===== src/rtl/alu_mc.sv =====
// Multi-cycle ALU: single-cycle logic/arith/shift ops plus iterative unsigned
// multiply (shift-add) and restoring divide into a hi/lo pair, all outputs registered.
module alu_mc #(
    parameter int WIDTH = 32,
    parameter int SHW   = 5
) (
    input  logic             clk,
    input  logic             reset,
    input  logic             start,
    input  logic [3:0]       gin,
    input  logic [WIDTH-1:0] a,
    input  logic [WIDTH-1:0] b,
    input  logic [SHW-1:0]   shamt,
    output logic             busy,
    output logic             done,
    output logic [WIDTH-1:0] sum,
    output logic [WIDTH-1:0] hi,
    output logic             zout,
    output logic             nout,
    output logic             ovf,
    output logic             dz,
    output logic [1:0]       dbg_state
);

    localparam int CW = $clog2(WIDTH + 1);

    typedef enum logic [1:0] {
        S_IDLE = 2'd0,
        S_RUN  = 2'd1,
        S_DONE = 2'd2
    } state_t;

    state_t           state_q, state_d;
    logic [CW-1:0]    cnt_q, cnt_d;
    logic             is_div_q, is_div_d;
    logic             dzf_q, dzf_d;
    logic [WIDTH-1:0] lo_q, lo_d;
    logic [WIDTH:0]   acc_q, acc_d;
    logic [WIDTH-1:0] opb_q, opb_d;
    logic [WIDTH-1:0] sum_q, sum_d;
    logic [WIDTH-1:0] hi_q, hi_d;
    logic             zout_q, zout_d;
    logic             nout_q, nout_d;
    logic             ovf_q, ovf_d;
    logic             dz_q, dz_d;

    logic [WIDTH-1:0] add_r, sub_r, r1;
    logic             ov1;
    logic [WIDTH:0]   msum, shifted, trial;
    logic [WIDTH-1:0] lo_step;
    logic [WIDTH:0]   acc_step;
    logic             accept, is_multi;

    assign add_r = a + b;
    assign sub_r = a - b;

    always_comb begin
        r1  = '0;
        ov1 = 1'b0;
        case (gin)
            4'b0000: r1 = a & b;
            4'b0001: r1 = a | b;
            4'b0010: begin
                r1  = add_r;
                ov1 = (a[WIDTH-1] == b[WIDTH-1]) && (add_r[WIDTH-1] != a[WIDTH-1]);
            end
            4'b0110: begin
                r1  = sub_r;
                ov1 = (a[WIDTH-1] != b[WIDTH-1]) && (sub_r[WIDTH-1] != a[WIDTH-1]);
            end
            4'b0111: r1 = {{(WIDTH-1){1'b0}}, ($signed(a) < $signed(b))};
            4'b0011: r1 = b >> shamt;
            4'b0100: r1 = b << shamt;
            4'b0101: r1 = $signed(b) >>> shamt;
            default: r1 = '0;
        endcase
    end

    // One iteration: multiply consumes the multiplier LSB from lo and shifts the
    // product right; divide shifts the dividend MSB into the partial remainder.
    always_comb begin
        msum    = {1'b0, acc_q[WIDTH-1:0]} + (lo_q[0] ? {1'b0, opb_q} : '0);
        shifted = {acc_q[WIDTH-1:0], lo_q[WIDTH-1]};
        trial   = shifted - {1'b0, opb_q};
        if (is_div_q) begin
            if (trial[WIDTH]) begin
                acc_step = shifted;
                lo_step  = {lo_q[WIDTH-2:0], 1'b0};
            end else begin
                acc_step = trial;
                lo_step  = {lo_q[WIDTH-2:0], 1'b1};
            end
        end else begin
            acc_step = {1'b0, msum[WIDTH:1]};
            lo_step  = {msum[0], lo_q[WIDTH-1:1]};
        end
    end

    // Handshake: start is accepted on any edge where busy=0; done pulses for the
    // cycle after completion and results hold until the next op completes.
    assign accept   = start && (state_q != S_RUN);
    assign is_multi = (gin == 4'b1000) || (gin == 4'b1001);

    always_comb begin
        state_d  = state_q;
        cnt_d    = cnt_q;
        is_div_d = is_div_q;
        dzf_d    = dzf_q;
        lo_d     = lo_q;
        acc_d    = acc_q;
        opb_d    = opb_q;
        sum_d    = sum_q;
        hi_d     = hi_q;
        zout_d   = zout_q;
        nout_d   = nout_q;
        ovf_d    = ovf_q;
        dz_d     = dz_q;
        case (state_q)
            S_IDLE, S_DONE: begin
                state_d = S_IDLE;
                if (accept) begin
                    if (is_multi) begin
                        state_d  = S_RUN;
                        cnt_d    = CW'(WIDTH);
                        is_div_d = gin[0];
                        dzf_d    = gin[0] && (b == '0);
                        lo_d     = a;
                        acc_d    = '0;
                        opb_d    = b;
                    end else begin
                        state_d = S_DONE;
                        sum_d   = r1;
                        hi_d    = '0;
                        zout_d  = ~|r1;
                        nout_d  = r1[WIDTH-1];
                        ovf_d   = ov1;
                        dz_d    = 1'b0;
                    end
                end
            end
            S_RUN: begin
                cnt_d = cnt_q - CW'(1);
                lo_d  = lo_step;
                acc_d = acc_step;
                if (cnt_q == CW'(1)) begin
                    state_d = S_DONE;
                    sum_d   = lo_step;
                    hi_d    = acc_step[WIDTH-1:0];
                    zout_d  = ~|lo_step;
                    nout_d  = lo_step[WIDTH-1];
                    ovf_d   = 1'b0;
                    dz_d    = dzf_q;
                end
            end
            default: state_d = S_IDLE;
        endcase
    end

    always_ff @(posedge clk or posedge reset) begin
        if (reset) begin
            state_q  <= S_IDLE;
            cnt_q    <= '0;
            is_div_q <= 1'b0;
            dzf_q    <= 1'b0;
            lo_q     <= '0;
            acc_q    <= '0;
            opb_q    <= '0;
            sum_q    <= '0;
            hi_q     <= '0;
            zout_q   <= 1'b0;
            nout_q   <= 1'b0;
            ovf_q    <= 1'b0;
            dz_q     <= 1'b0;
        end else begin
            state_q  <= state_d;
            cnt_q    <= cnt_d;
            is_div_q <= is_div_d;
            dzf_q    <= dzf_d;
            lo_q     <= lo_d;
            acc_q    <= acc_d;
            opb_q    <= opb_d;
            sum_q    <= sum_d;
            hi_q     <= hi_d;
            zout_q   <= zout_d;
            nout_q   <= nout_d;
            ovf_q    <= ovf_d;
            dz_q     <= dz_d;
        end
    end

    assign busy      = (state_q == S_RUN);
    assign done      = (state_q == S_DONE);
    assign sum       = sum_q;
    assign hi        = hi_q;
    assign zout      = zout_q;
    assign nout      = nout_q;
    assign ovf       = ovf_q;
    assign dz        = dz_q;
    assign dbg_state = state_q;

endmodule


===== config.mk =====
export PLATFORM = sky130hd
export DESIGN_NAME = alu_mc
export DESIGN_NICKNAME = d
export VERILOG_FILES = /design/src/rtl/alu_mc.sv
export SDC_FILE = /design/constraint.sdc
export NUM_CORES = 1
export LEC_CHECK = 0
export CAP_MARGIN = 30
export CORE_UTILIZATION = 50
export DETAILED_ROUTE_END_ITERATION = 16
export MAX_ROUTING_LAYER = met4
export PLACE_DENSITY = 0.78
export REMOVE_ABC_BUFFERS = 1
export SLEW_MARGIN = 10
export SYNTH_ARGS = -nofsm -noshare
export SYNTH_HDL_FRONTEND = slang
export SYNTH_SLANG_ARGS = --single-unit

===== constraint.sdc =====
create_clock -name clk -period 9.6 [get_ports clk]
set_input_delay 1.44 -clock clk [delete_from_list [all_inputs] [get_ports clk]]
set_output_delay 1.44 -clock clk [all_outputs]
set_load 0.01 [all_outputs]

==> out/metrics.cfg, run 1 <==
[floorplan]
io-pin-count = 148
core-area_sq_um = 42320
num_rows = 75
start_util_pct = 51.17
die_area_sq_um = 44150
die_h_microns = 210.1
fp.dieW_microns = 210.1

[setup_path]
cp_slowest_cell = clkdlybuf4s50_1
r2r.worst_path.cells = 17
critPathCaptureType = flop
start_kind = primary input
crit_family = simple AND/OR/NAND/NOR gates
worstPathMaxFanout = 15
worst_ep_arrival_time_ns = 6.80
crit-reg2reg-launch = lo_q[31]
rrSetupSlack_ns = 4.65
reg2reg_to = zout
worstPathCellList = clkdlybuf4s50_1 > inv_1 > ha_1 > or4_1 > a211o_1 > a311oi_2 > nor2_1 > a221o_1 > a211oi_2 > and4_1 > and4_1 > nand4b_1 > or4_1 > nand4bb_1 > o31ai_2
crit_type = in -> reg
crit_buf_inv = 2
worst_path_largest_cell_delay_ns = 0.96
cp.required_ns = 9.97

[sta]
skew_ns = 0.02107
tightest_slew_ns = 1.016
slew_violations = 0
min_period_ns = 6.424
final.period_utilization_pct = 66.91
fin_tns_setup_ns = 0
max_freq_ghz = 0.1557
setup_viol = 0
slew_headroom_pct = 30.50
hold_violations = 0
rsz0062_at_grt = no

[drt]
via_per_inst = 7.014
drt_iter0_drc = 3437
detail_route.wl_per_cell_microns = 29.14
route.detailed.drc = 0
postRouteAntennaNets = 0
postRouteWirelength_microns = 97840
vias = 23550
drt-pass1-iter-count = 8

[synthesis]
ys_top_cells_by_area = dfrtp_1 (20%), ha_1 (10%), mux4_2 (6.4%)
avgSynthCellArea_sq_um = 7.864
syn-cell-area_sq_um = 21660
async_reset_ff_share_pct = 100.0
synth_cell_types = 98
syn_inst = 2754
ys_seq_area_share_pct = 19.99
synthDominantCellAreaShare_pct = 19.99
synth_top_cell_by_area = dfrtp_1
synth-edff-count = 0
synth-main-ff-cell = dfrtp_1
synth-seq-cells = 173
yosysWarnings = 0

[clock_tree]
path_clk_slew_ns = 0.07
cts_sinks = 173
post-cts-setup-buffers = 0
clockBufferDepth = 2
clockRootBuffer = clkbuf_16
cts-buffers-inserted = 17
hold_buffers = 0
ctsResizeCount = 0
insertion_delay_ns = 0.47
cts_tree = done
htreeDepth = 4

[worst_hold_path]
hp-start = hi[15]
hold_end = hi[15]
min_path_type = reg -> reg
whs_path_depth = 2

[grt]
grt_pass1_wl_microns = 144900
grt_max_degree = 95
antenna_found_initial = 2
overflow = 0
grt_pass1_vias = 22600
track_usage_pct = 45.23

[finish]
n_fill_cell = 3842
area_growth_pct = 11.18
layout_common_cells = nand2_1 (288), nor2_1 (203), a21oi_1 (202)
final_util_pct = 56.90
final_layout_size_suffix_gt1_share_pct = 8.891
layout_commonest_cell = nand2_1
design.final.nets = 3020

[placed_design]
place_congestion = 1.090
dpl.hpwl_microns = 74440
io_buffers = 147

[power_and_ir_drop]
peakVddDrop_mv = 0.1745
p_per_area_nw_per_um2 = 203.5
p_total_mw = 4.900
power.leakage_nw = 10.30

[flow_run]
maxCapViolations = 0

[outcome]
outcome = finished, final reports clean

-- tightest hold or removal path, stage by stage (launching register included) --
cell and delay, ns:
dfrtp_1 0.34, nand2_1 0.05, o21ai_0 0.06
-- where the power goes --
part           switching [mW]  total, mW  internal (mW)
Combinational            1.80       2.97           1.17
Sequential              0.264       1.20          0.936
Clock                   0.329      0.729          0.401
Total                    2.39       4.90           2.51
-- stage by stage --
step	instances	worst slack, ns	instance area (sq um)	hold WS, ns
floorplan	2540	3.472	20720	0.4386
global placement	3316	2.981	23370	0.4614
detailed placement	3321	2.916	23440	0.4699
CTS	3352	3.378	24030	0.4835
global route	3357	3.004	24080	0.5155
finish	3357	3.176	24080	0.4793
-- layout make-up --
| cell class | count | area [sq um] | area share [%] |
|---|---|---|---|
| timing repair buffer | 207 | 1961 | 8.142 |
| inverter | 173 | 654.4 | 2.718 |
| antenna | 2 | 5.005 | 0.02078 |
| sequential | 173 | 4333 | 17.99 |
| multi-input combinational | 2194 | 15810 | 65.67 |
| tap | 577 | 721.9 | 2.998 |
| clock inverter | 11 | 133.9 | 0.5560 |
| clock buffer | 20 | 456.7 | 1.897 |
-- sequential cells by signal, summed over array words and instances (netlist names), 2 cells and up --
name	flops
opb_q	32
cnt_q	6
hi	32
sum	32
acc_q	32
lo_q	32
dbg_state	2
-- kinds of logic after synthesis --
| logic type | Yosys count | share of synthesized area, % |
|---|---|---|
| AOI/OAI and AO/OA | 898 | 28.00 |
| and+or+nand+nor | 864 | 19.00 |
| buffers and inverters | 387 | 7.337 |
| muxes | 196 | 12.91 |
| adders and majority gates | 178 | 10.42 |
| DFF | 173 | 19.99 |
| xor gates and xnor gates | 58 | 2.346 |
-- worst max-delay path by stage --
stage          endpoint   from  slack (ns)  cells after the start
2_1_floorplan  acc_q[0]  reset        3.47                      1
3_3_place_gp       zout  b[10]        2.98                     15
3_5_place_dp       zout  b[10]        2.92                     15
4_1_cts            zout  b[10]        3.38                     15
5_1_grt            zout   b[1]        3.00                     15
6_report           zout  b[10]        3.18                     15
-- synth_stat cells (40+ instances only) --
library cell / instances
nand2_1: 290
nor2_1: 207
a21oi_1: 203
o21ai_0: 180
ha_1: 174
dfrtp_1: 173
inv_1: 170
clkbuf_1: 147
mux2i_1: 100
nand3_1: 83
o221ai_1: 63
mux4_2: 62
nor3_1: 59
o211ai_1: 51
xnor2_1: 42
and2_1: 40
-- metal layers --
metal	share of wire, %	track usage (%)	wire [microns]
met4	6.4	26.45	6247
met1	39	56.22	38050
met5	0	-	0
met2	45	68.67	43810
met3	9.9	8.373	9722
Note: power is estimated with default switching activity, not from simulation.
==> inputs of run 2 (changes only) <==
--- a/config.mk
+++ b/config.mk
@@ -9,7 +9,7 @@
 export CORE_UTILIZATION = 50
 export DETAILED_ROUTE_END_ITERATION = 16
 export MAX_ROUTING_LAYER = met4
-export PLACE_DENSITY = 0.78
+export PLACE_DENSITY = 0.81
 export REMOVE_ABC_BUFFERS = 1
 export SLEW_MARGIN = 10
 export SYNTH_ARGS = -nofsm -noshare
==> constraint.sdc (replaced) <==
create_clock -name clk -period 5.7 [get_ports clk]
set_input_delay 0.855 -clock clk [delete_from_list [all_inputs] [get_ports clk]]
set_output_delay 0.855 -clock clk [all_outputs]
set_load 0.01 [all_outputs]
==> run 2 against run 1 <==
  * Total power is 74% higher
  * Clock skew is 0.0055 ns lower
  * Non-clock buffer count increased by 185
  * Wire length is 7.3% higher
  * Worst hold slack improved by 0.0051 ns
  * Combinational power up 80%
  * Clock power up 55%
  * Register-to-register slack worse by 4.2 ns
  * Sequential power grew 69%
  * Setup slack lost 2.9 ns
  * Design area is 5.9% higher
  * Critical path depth rose by 1
  * Critical path type unchanged
==> out/metrics.cfg, run 2 (synthesized netlist as in run 1, its figures left out) <==
[outcome]
outcome = finished, final reports clean

[finish]
design.final.nets = 3205
area_growth_pct = 17.75
final_cells = 3542
final_layout_size_suffix_gt1_share_pct = 14.61
postLayoutCellArea_sq_um = 25500
layout_common_cells = nand2_1 (289), buf_4 (236), nor2_1 (205)
final_util_pct = 60.26
layout_commonest_cell = nand2_1

[sta]
skew_ns = 0.01556
fin_ws_ns = 0.2634
tightest_slew_ns = 0.9517
max_freq_ghz = 0.1839
rsz0062_at_grt = no
whs_ns = 0.4845
min_period_ns = 5.437
slew_violations = 0
slew_headroom_pct = 36.02
setup_viol = 0
final.period_utilization_pct = 95.38
hold_violations = 0
fin_tns_setup_ns = 0

[floorplan]
die_h_microns = 210.1
start_util_pct = 51.17
die_area_sq_um = 44150
io-pin-count = 148
fp.dieW_microns = 210.1
num_rows = 75
core-area_sq_um = 42320

[clock_tree]
cts-buffers-inserted = 17
path_clk_slew_ns = 0.07
htreeDepth = 4
cts_sinks = 173
clockRootBuffer = clkbuf_16
post-cts-setup-buffers = 0
cts_tree = done
insertion_delay_ns = 0.46
clockBufferDepth = 2

[power_and_ir_drop]
peakVddDrop_mv = 0.6171
p_total_mw = 8.519
p_per_area_nw_per_um2 = 334.1
power.leakage_nw = 11.18

[setup_path]
rrSetupSlack_ns = 0.46
crit_type = in -> reg
start_kind = primary input
worst_path_largest_cell_delay_ns = 0.73
cp.required_ns = 6.07
worstPathMaxFanout = 4
cp_slowest_cell = a211oi_1
critPathCaptureType = flop
worst_ep_arrival_time_ns = 5.81
worstPathCellList = clkdlybuf4s50_1 > ha_1 > inv_1 > fa_1 > nand3b_1 > nand2_1 > a311oi_1 > o21ai_0 > a221o_1 > a211oi_1 > o211a_1 > and4b_1 > nand4b_1 > or4_1 > nand4bb_1 > o31ai_2

[drt]
postRouteAntennaNets = 0
drt_iter0_drc = 4060
drt-pass1-iter-count = 7
via_per_inst = 7.065
route.detailed.drc = 0
vias = 25020
postRouteWirelength_microns = 104900
detail_route.wl_per_cell_microns = 29.63

[placed_design]
place_area_sq_um = 24940
dpl.hpwl_microns = 81760
dp_cells = 3508
place_congestion = 1.081
io_buffers = 147
preCtsSetupSlack_ns = -0.06789

[grt]
track_usage_pct = 48.48
overflow = 0
grt_pass1_vias = 23960
antenna_found_initial = 1
grt_pass1_wl_microns = 154800
grt_max_degree = 102

[flow_run]
maxCapViolations = 0

[worst_hold_path]
min_path_type = reg -> reg

run 2: worst max-delay path: cells and delay by family:
kind            cells  cell delay, ns
simple gates        6            1.32
buf+inv             2            0.69
fa+ha+maj           2            0.55
compound gates      6            2.38
run 2: final timing paths:
check / from / end / depth (start not counted)
setup / recovery: b[0] / zout / 16
hold / removal: hi[15] / hi[15] / 2
setup reg to reg: lo_q[31] / zout / 17
hold reg to reg: hi[15] / hi[15] / 2
max in group asynchronous: reset / lo_q[8] / 3
min in group asynchronous: reset / hi[18] / 2
run 2: area by class of cell:
type                            count  area (sq um)
Fill cell                        3641         16820
Multi-Input combinational cell   2194         15810
Sequential cell                   173          4333
Timing Repair Buffer              392          3428
Tap cell                          577         721.9
Inverter                          173         654.4
Clock buffer                       17         425.4
Clock inverter                     15         123.9
Antenna cell                        1         2.502
run 2: routing by layer:
layer | track usage, % | up-vias | wire length, microns
met3 | 7.569 | 455 | 11630
met2 | 73.75 | 1991 | 45990
li1 | - | 10610 | -
met4 | 28.87 | 0 | 7777
met5 | - | - | 0
met1 | 60.87 | 11970 | 39550
run 2: timing repair:
item,4_1_cts,5_1_grt
hold buffers,0,0
resized for setup,0,1
setup endpoints to repair,0,1
run 2: report_power, final:
group	internal, mW	switching (mW)
clock network	0.570	0.556
registers	1.58	0.453
logic	2.11	3.26
total	4.25	4.26
